`src/rtl/feature_map_reader.sv`:
```
// feature_map_reader: burst read controller for the feature map RAM.
// Issues strided reads, absorbs the 1-cycle RAM latency and presents the
// words on a valid/ready stream without dropping or duplicating any word.
module feature_map_reader #(
    parameter int unsigned ADDR_WIDTH = 10,
    parameter int unsigned DOUT_WIDTH = 128,
    parameter int unsigned CNT_WIDTH  = 16
) (
    input  logic                  clk,
    input  logic                  rst,
    input  logic                  start,
    input  logic [ADDR_WIDTH-1:0] base_addr,
    input  logic [ADDR_WIDTH-1:0] stride,
    input  logic [CNT_WIDTH-1:0]  count,
    output logic                  busy,
    output logic                  done,
    output logic [ADDR_WIDTH-1:0] fmr_addrb,
    output logic                  fmr_enb,
    input  logic [DOUT_WIDTH-1:0] fmr_doutb,
    output logic [DOUT_WIDTH-1:0] out_data,
    output logic                  out_valid,
    input  logic                  out_ready
);

    localparam int unsigned BUF_DEPTH = 3;

    typedef enum logic [1:0] {
        S_IDLE  = 2'd0,
        S_READ  = 2'd1,
        S_DRAIN = 2'd2
    } state_t;

    state_t                r_state;
    logic                  r_busy;
    logic                  r_done;
    logic                  r_enb;
    logic [ADDR_WIDTH-1:0] r_addrb;
    logic [ADDR_WIDTH-1:0] r_next_addr;
    logic [ADDR_WIDTH-1:0] r_stride;
    logic [CNT_WIDTH-1:0]  r_issue_left;
    logic [CNT_WIDTH-1:0]  r_pop_left;

    // Output buffer: entry 0 is the stream head. Two entries back the
    // issue rule; the third holds the read already on the RAM bus when the
    // consumer stalls right after an issue.
    logic [DOUT_WIDTH-1:0] r_buf [BUF_DEPTH];
    logic [1:0]            r_occ;
    logic                  r_valid;
    logic                  r_dv;

    logic       w_pop;
    logic [2:0] w_occ_after;
    logic [1:0] w_widx;
    logic       w_space;
    logic       w_issue;

    assign w_pop       = r_valid & out_ready;
    assign w_occ_after = 3'(r_occ) + 3'(r_dv) - 3'(w_pop);
    assign w_widx      = r_occ - 2'(w_pop);
    // Issue only if the buffer, after this cycle's capture and pop, holds
    // fewer than two words.
    assign w_space     = (w_occ_after < 3'd2);
    assign w_issue     = (r_state == S_READ) && (r_issue_left != '0) && w_space;

    // Command FSM: accepts bursts, drives the RAM read port, tracks completion.
    always_ff @(posedge clk) begin
        if (rst) begin
            r_state      <= S_IDLE;
            r_busy       <= 1'b0;
            r_done       <= 1'b0;
            r_enb        <= 1'b0;
            r_addrb      <= '0;
            r_next_addr  <= '0;
            r_stride     <= '0;
            r_issue_left <= '0;
            r_pop_left   <= '0;
        end else begin
            r_done <= 1'b0;
            r_enb  <= 1'b0;
            if (w_pop) begin
                r_pop_left <= r_pop_left - CNT_WIDTH'(1);
            end
            case (r_state)
                S_IDLE: begin
                    if (start) begin
                        r_stride <= stride;
                        if (count == '0) begin
                            r_done <= 1'b1;
                        end else begin
                            r_busy       <= 1'b1;
                            r_enb        <= 1'b1;
                            r_addrb      <= base_addr;
                            r_next_addr  <= base_addr + stride;
                            r_issue_left <= count - CNT_WIDTH'(1);
                            r_pop_left   <= count;
                            r_state      <= (count == CNT_WIDTH'(1)) ? S_DRAIN : S_READ;
                        end
                    end
                end
                S_READ: begin
                    if (w_issue) begin
                        r_enb        <= 1'b1;
                        r_addrb      <= r_next_addr;
                        r_next_addr  <= r_next_addr + r_stride;
                        r_issue_left <= r_issue_left - CNT_WIDTH'(1);
                        if (r_issue_left == CNT_WIDTH'(1)) begin
                            r_state <= S_DRAIN;
                        end
                    end
                end
                S_DRAIN: begin
                    if (w_pop && (r_pop_left == CNT_WIDTH'(1))) begin
                        r_state <= S_IDLE;
                        r_busy  <= 1'b0;
                        r_done  <= 1'b1;
                    end
                end
                default: begin
                    r_state <= S_IDLE;
                    r_busy  <= 1'b0;
                end
            endcase
        end
    end

    // Output FIFO: shift on pop, capture returning RAM data behind the
    // surviving entries.
    always_ff @(posedge clk) begin
        if (rst) begin
            for (int i = 0; i < BUF_DEPTH; i++) begin
                r_buf[i] <= '0;
            end
            r_occ   <= '0;
            r_valid <= 1'b0;
            r_dv    <= 1'b0;
        end else begin
            r_dv <= r_enb;
            if (w_pop) begin
                for (int i = 0; i < BUF_DEPTH - 1; i++) begin
                    r_buf[i] <= r_buf[i+1];
                end
            end
            for (int i = 0; i < BUF_DEPTH; i++) begin
                if (r_dv && (w_widx == 2'(i))) begin
                    r_buf[i] <= fmr_doutb;
                end
            end
            r_occ   <= w_occ_after[1:0];
            r_valid <= (w_occ_after != 3'd0);
        end
    end

    assign busy      = r_busy;
    assign done      = r_done;
    assign fmr_enb   = r_enb;
    assign fmr_addrb = r_addrb;
    assign out_data  = r_buf[0];
    assign out_valid = r_valid;

endmodule

```
`config.mk`:
```
export PLATFORM = sky130hd
export DESIGN_NAME = feature_map_reader
export DESIGN_NICKNAME = d
export VERILOG_FILES = /design/src/rtl/feature_map_reader.sv
export SDC_FILE = /design/constraint.sdc
export NUM_CORES = 1
export LEC_CHECK = 0
export ABC_AREA = 1
export CAP_MARGIN = 20
export CELL_PAD_IN_SITES_DETAIL_PLACEMENT = 1
export CELL_PAD_IN_SITES_GLOBAL_PLACEMENT = 1
export CORE_MARGIN = 2
export CORE_UTILIZATION = 42
export CTS_CLUSTER_SIZE = 14
export DETAILED_ROUTE_END_ITERATION = 8
export PLACE_DENSITY_LB_ADDON = 0.15
export SLEW_MARGIN = 10
export SYNTH_ARGS = -nofsm -noshare
export SYNTH_HDL_FRONTEND = slang
export SYNTH_SLANG_ARGS = --single-unit
```
`constraint.sdc`:
```
create_clock -name clk -period 13.3 [get_ports clk]
set_input_delay 1.995 -clock clk [delete_from_list [all_inputs] [get_ports clk]]
set_output_delay 1.995 -clock clk [all_outputs]
set_load 0.02 [all_outputs]
```
Word level (Yosys, flattened, before mapping) --
Memories as Yosys holds them, arrays and structs flattened. Index checks and enable logic that the tools add are counted.
Storage, ports and cells: flip-flop bits (word level) 71, bits in writable memories 384, input port bits 168, output and inout port bits 142, memories 1
Memories:
- r_buf | depth 3, bits a word 128, rd ports 3, clocked after Yosys merged registers in 0, write ports 3, line 46 | logic [DOUT_WIDTH-1:0] r_buf [BUF_DEPTH];
Operators by class: $add $sub $neg 8, order comparisons 1, equality and inequality tests 12, multiplexer cells 54, bitwise logic cells 7, reduce and logical (&&, ||, !) cells 16
Operators by type and width (number):
- 2-to-1 mux 128 bit | 5
- 2-to-1 mux 16 bit | 7
- 2-to-1 mux 10 bit | 6
- equality test 16 x 1 -> 1 bit (second input constant) | 3
- subtractor 16 x 1 -> 16 bit (second input constant) | 3
- case mux 10 bit (2 select lines) | 2
- case mux 16 bit (2 select lines) | 1
- 2-to-1 mux 1 bit | 23
- adder 10 bit | 2
- logical NOT 16 bit | 1
- nonzero test 16 bit | 1
- 2-to-1 mux 2 bit | 6
- != test 2 bit (second input constant) | 4
- AND reduction 4 bit | 2
- logical AND 1 bit | 6
- case mux 2 bit (3 select lines) | 1
- OR 1 bit | 5
- AND reduction 5 bit | 1
- equality test 2 x 1 -> 1 bit (second input constant) | 2
- equality test 2 bit (second input constant) | 2
- logical NOT 2 bit | 2
- case mux 1 bit (2 select lines) | 2
- adder 2 x 1 -> 3 bit | 1
- less-than comparator 3 x 2 -> 1 bit (second input constant) | 1
- 9 further kinds | 9

Depth between registers and ports, before layout --
depth in word-level cells 8, mapped depth 15, gate-level depth less buffers 15

Least setup slack after synthesis --
OpenSTA, ideal clock, no wires.
path type input port to flip-flop, start input out_ready, end memory r_buf[2][0] (netlist: r_buf[0][256]) (enable), data arrival time 11446 ps, setup slack 1062 ps, stages on the path 6, path buffers 0, cells stage by stage nand2_1 or2_1 nand2_1 nor3_2 inv_1 o21ai_0
RTL lines:
- start: declaration | line 22 | input logic out_ready
- end: declaration | line 46

==> flow_summary_export.csv <==
group,metric,value,unit
layout,nFillCells,6540,
floorplanning,rows,86,
synthesis,synth.cell_area,23640,µm²
synthesis,yosys.cell_types.count,35,
synthesis,syn_inst,2853,
worst_setup_path,arrival,5.99,ns
hold_path,worstHoldEndpoint,"r_issue_left[1]$_SDFFE_PP0P_",
power,total_power,4509,µW
grt,antenna_found_initial,5,
cts,cts_max_level,2,
worst_setup_path,r2r_slack,8.99,ns
routing,routed_wl,63180,µm
worst_setup_path,ff2ff_path_depth,8,
synthesis,avgSynthCellArea,8.287,µm²
grt,grtUsageTotal,21.66,%
sta,hold_violations,0,
outcome,status,"complete, no violations",
sta,fin_crit_sh,43.37,%
floorplanning,dieArea,58200,µm²
hold_path,hold_path.class,"reg2reg",
grt,grt_max_degree,252,
layout,final_common_cell,"nand2_1",
worst_setup_path,startpoint,"out_ready",
floorplanning,die_w,241.3,µm
cts,hold_buffers,0,
synthesis,synthAdderAreaFrac,1.683,%
routing,drt-initial-drc-count,1041,
sta,finalSetupTns,0,ns
power,power_per_cell_area,161.1,nW/µm²
routing,drt-pass1-iter-count,5,
hold_path,hp-start,"r_issue_left[1]$_SDFFE_PP0P_",
worst_setup_path,reg2reg_from,"out_valid$_SDFF_PP0_",
layout,drive_above_1_share,3.407,%
sta,slew_headroom,18.70,%
worst_setup_path,reg2reg_to,"r_buf[0][86]$_SDFFCE_PP0P_",
synthesis,ys_seq_area_share,54.79,%
placed_design,dp_hpwl,41750,µm
floorplanning,fp.coreArea,55420,µm²
worst_setup_path,slowest_delay,0.69,ns
hold_path,worst_hold_path.num_cells,2,
synthesis,yosysWarnings,0,
routing,vias,18240,
synthesis,yosys_most_used_dff,"edfxtp_1",
synthesis,synth_compound_area_share,8.383,%
routing,wl_per_cell,16.74,µm
sta,rsz0062_at_grt,"false",
placed_design,gp_congestion,0.8392,
layout,finalNetCount,3181,
job,drv_cap,0,
grt,first_global_vias,19040,
placed_design,placed_cell_area,26340,µm²
cts,cts_tree,"built",
power,p_leak,0.01429,µW
sta,holdWs,0.4658,ns
cts,clk_latency,0.61,ns
sta,worst_slew_pin_slew,1.220,ns
power,irDropWorstVdd,0.08903,mV
worst_setup_path,cp-start-kind,"primary input",
grt,grt_pass1_wl,99420,µm
grt,grt-ovfl-total,0,
sta,setup_violations,0,
synthesis,synthesis.nets,3051,
worst_setup_path,crit_cells,9,
routing,ant_nets,0,
synthesis,synth_mux_area_share,0,%
routing,drc_errors,0,
placed_design,port_buffers,309,
synthesis,synth_top_family_by_area,"simple AND/OR/NAND/NOR gates",
worst_setup_path,crit_type,"in2reg",
synthesis,synthSimpleGateAreaFrac,18.50,%
routing,via_per_inst,4.832,
cts,cts_buffers,52,
worst_setup_path,cpMaxStageDelayCell,"buf_4",
synthesis,synth-seq-cells,455,
cts,clock-sinks,455,
cts,cts_setup_buffers,0,
worst_setup_path,crit_required,13.52,ns
synthesis,synth_edf_count,384,
synthesis,synth_xor_area_share,0.5927,%
sta,slew_violations,0,
sta,fin_skew,0.02009,ns
cts,clk_pin_slew_worst_paths,0.06,ns
synthesis,async_flop_share,0,%
floorplanning,io_pins,310,
worst_setup_path,crit_chain,"clkdlybuf4s50_1 -> nand2_1 -> or2_1 -> nand2_1 -> nor3_2 -> nand2_4 -> nand3_4 -> buf_4 -> buf_4",
worst_setup_path,crit_path_end_kind,"flop",
sta,post-route-min-period,5.769,ns
cts,cts-root-buf,"clkbuf_16",
floorplanning,initial_core_util,42.66,%
layout,area_growth,18.39,%
layout,fin_area,27990,µm²
worst_setup_path,critPathTopFamily,"simple AND/OR/NAND/NOR gates",
worst_setup_path,critPathMaxFanout,60,
worst_setup_path,path_buf_inv,3,
sta,max_freq,173.4,MHz
cts,cts-resized-gates,0,
layout,most-common-layout-cells,"nand2_1, inv_1, edfxtp_1",
cts,clockBufferDepth,3,
floorplanning,die_y,241.3,µm
[registers in the layout, summed over array words and instances (netlist names), 2 cells and up]
signal        flops
r_state           2
r_next_addr      10
fmr_addrb        10
r_issue_left     16
r_pop_left       16
r_occ             2
r_stride         10
r_buf           384
[routing by layer]
| layer | track usage (%) | vias up | part of all wire, % |
|---|---|---|---|
| met3 | 3.897 | 106 | 5.0 |
| met1 | 26.95 | 8789 | 43 |
| met4 | 7.894 | 6 | 3.1 |
| met2 | 37.64 | 347 | 49 |
| li1 | - | 8989 | - |
| met5 | 0 | - | 0.060 |
[power by group]
part	switching, µW	internal [µW]	leakage, µW
combinational	749	418	0.00889
sequential	113	1850	0.00461
clock	589	794	0.000782
total	1450	3060	0.0143
[worst max-delay path by stage]
| stage | slack (ns) | to |
|---|---|---|
| after floorplan | 1.06 | r_buf[0][256]$_SDFFCE_PP0P_ |
| after global placement | 6.51 | r_buf[0][173]$_SDFFCE_PP0P_ |
| after detailed placement | 6.90 | r_issue_left[5]$_SDFFE_PP0P_ |
| after CTS | 7.49 | r_issue_left[5]$_SDFFE_PP0P_ |
| after global routing | 7.26 | r_buf[0][86]$_SDFFCE_PP0P_ |
| final | 7.53 | r_buf[0][86]$_SDFFCE_PP0P_ |
[through the flow]
stage	util (%)	worst slack [ns]	std cells
after global routing	50.50	7.257	3773
after global placement	47.48	6.510	3674
final	50.51	7.531	3774
after CTS	50.41	7.489	3769
after floorplan	-	1.062	2853
after detailed placement	47.53	6.902	3675
[worst reg2reg max path: stages (launching register included)]
cell     delay, ns
dfxtp_1       0.35
nand2_1       0.51
or2_1         0.24
nand2_1       0.14
nor3_2        0.26
nand2_4       0.40
nand3_4       0.62
buf_4         0.63
buf_4         0.73
[area by class of cell]
type | count | area, µm² | area share, %
inverters | 595 | 2233 | 7.980
clock inverters | 28 | 242.7 | 0.8673
well taps | 748 | 935.9 | 3.344
diodes | 3 | 7.507 | 0.02682
multi-input cells | 1550 | 6954 | 24.85
clock buffers | 66 | 1354 | 4.837
flip-flops and latches | 455 | 12950 | 46.28
repair buffers | 329 | 3308 | 11.82
[cells in the mapped netlist (2+ instances only)]
master | n | area share (%)
nand2_1 | 849 | 13
inv_1 | 589 | 9.4
edfxtp_1 | 384 | 49
o21ai_0 | 334 | 7.1
nor2_1 | 155 | 2.5
buf_4 | 141 | 4.5
nand3_1 | 72 | 1.5
dfxtp_1 | 71 | 6.0
buf_2 | 67 | 1.4
clkbuf_1 | 43 | 0.68
a21oi_1 | 42 | 0.89
ha_1 | 27 | 1.4
nand4_1 | 16 | 0.42
xor2_1 | 10 | 0.37
nor3_1 | 8 | 0.17
a31oi_1 | 7 | 0.19
xnor2_1 | 6 | 0.22
inv_2 | 4 | 0.063
nand3b_1 | 4 | 0.13
or2_2 | 4 | 0.11
fa_1 | 3 | 0.25
buf_1 | 2 | 0.032
clkinv_1 | 2 | 0.032
o21bai_1 | 2 | 0.063
[cell families (layout without fill, tap and decap cells)]
kind of cell | Yosys count | after routing
adder cells (fa/ha/maj) | 30 | 30
XOR/XNOR | 16 | 16
flip-flops | 455 | 455
AND/OR/NAND/NOR | 1114 | 1114
buffers and inverters | 848 | 1018
AO/OA/AOI/OAI | 390 | 390
other | 0 | 3
(Power assumes the default switching activity.)
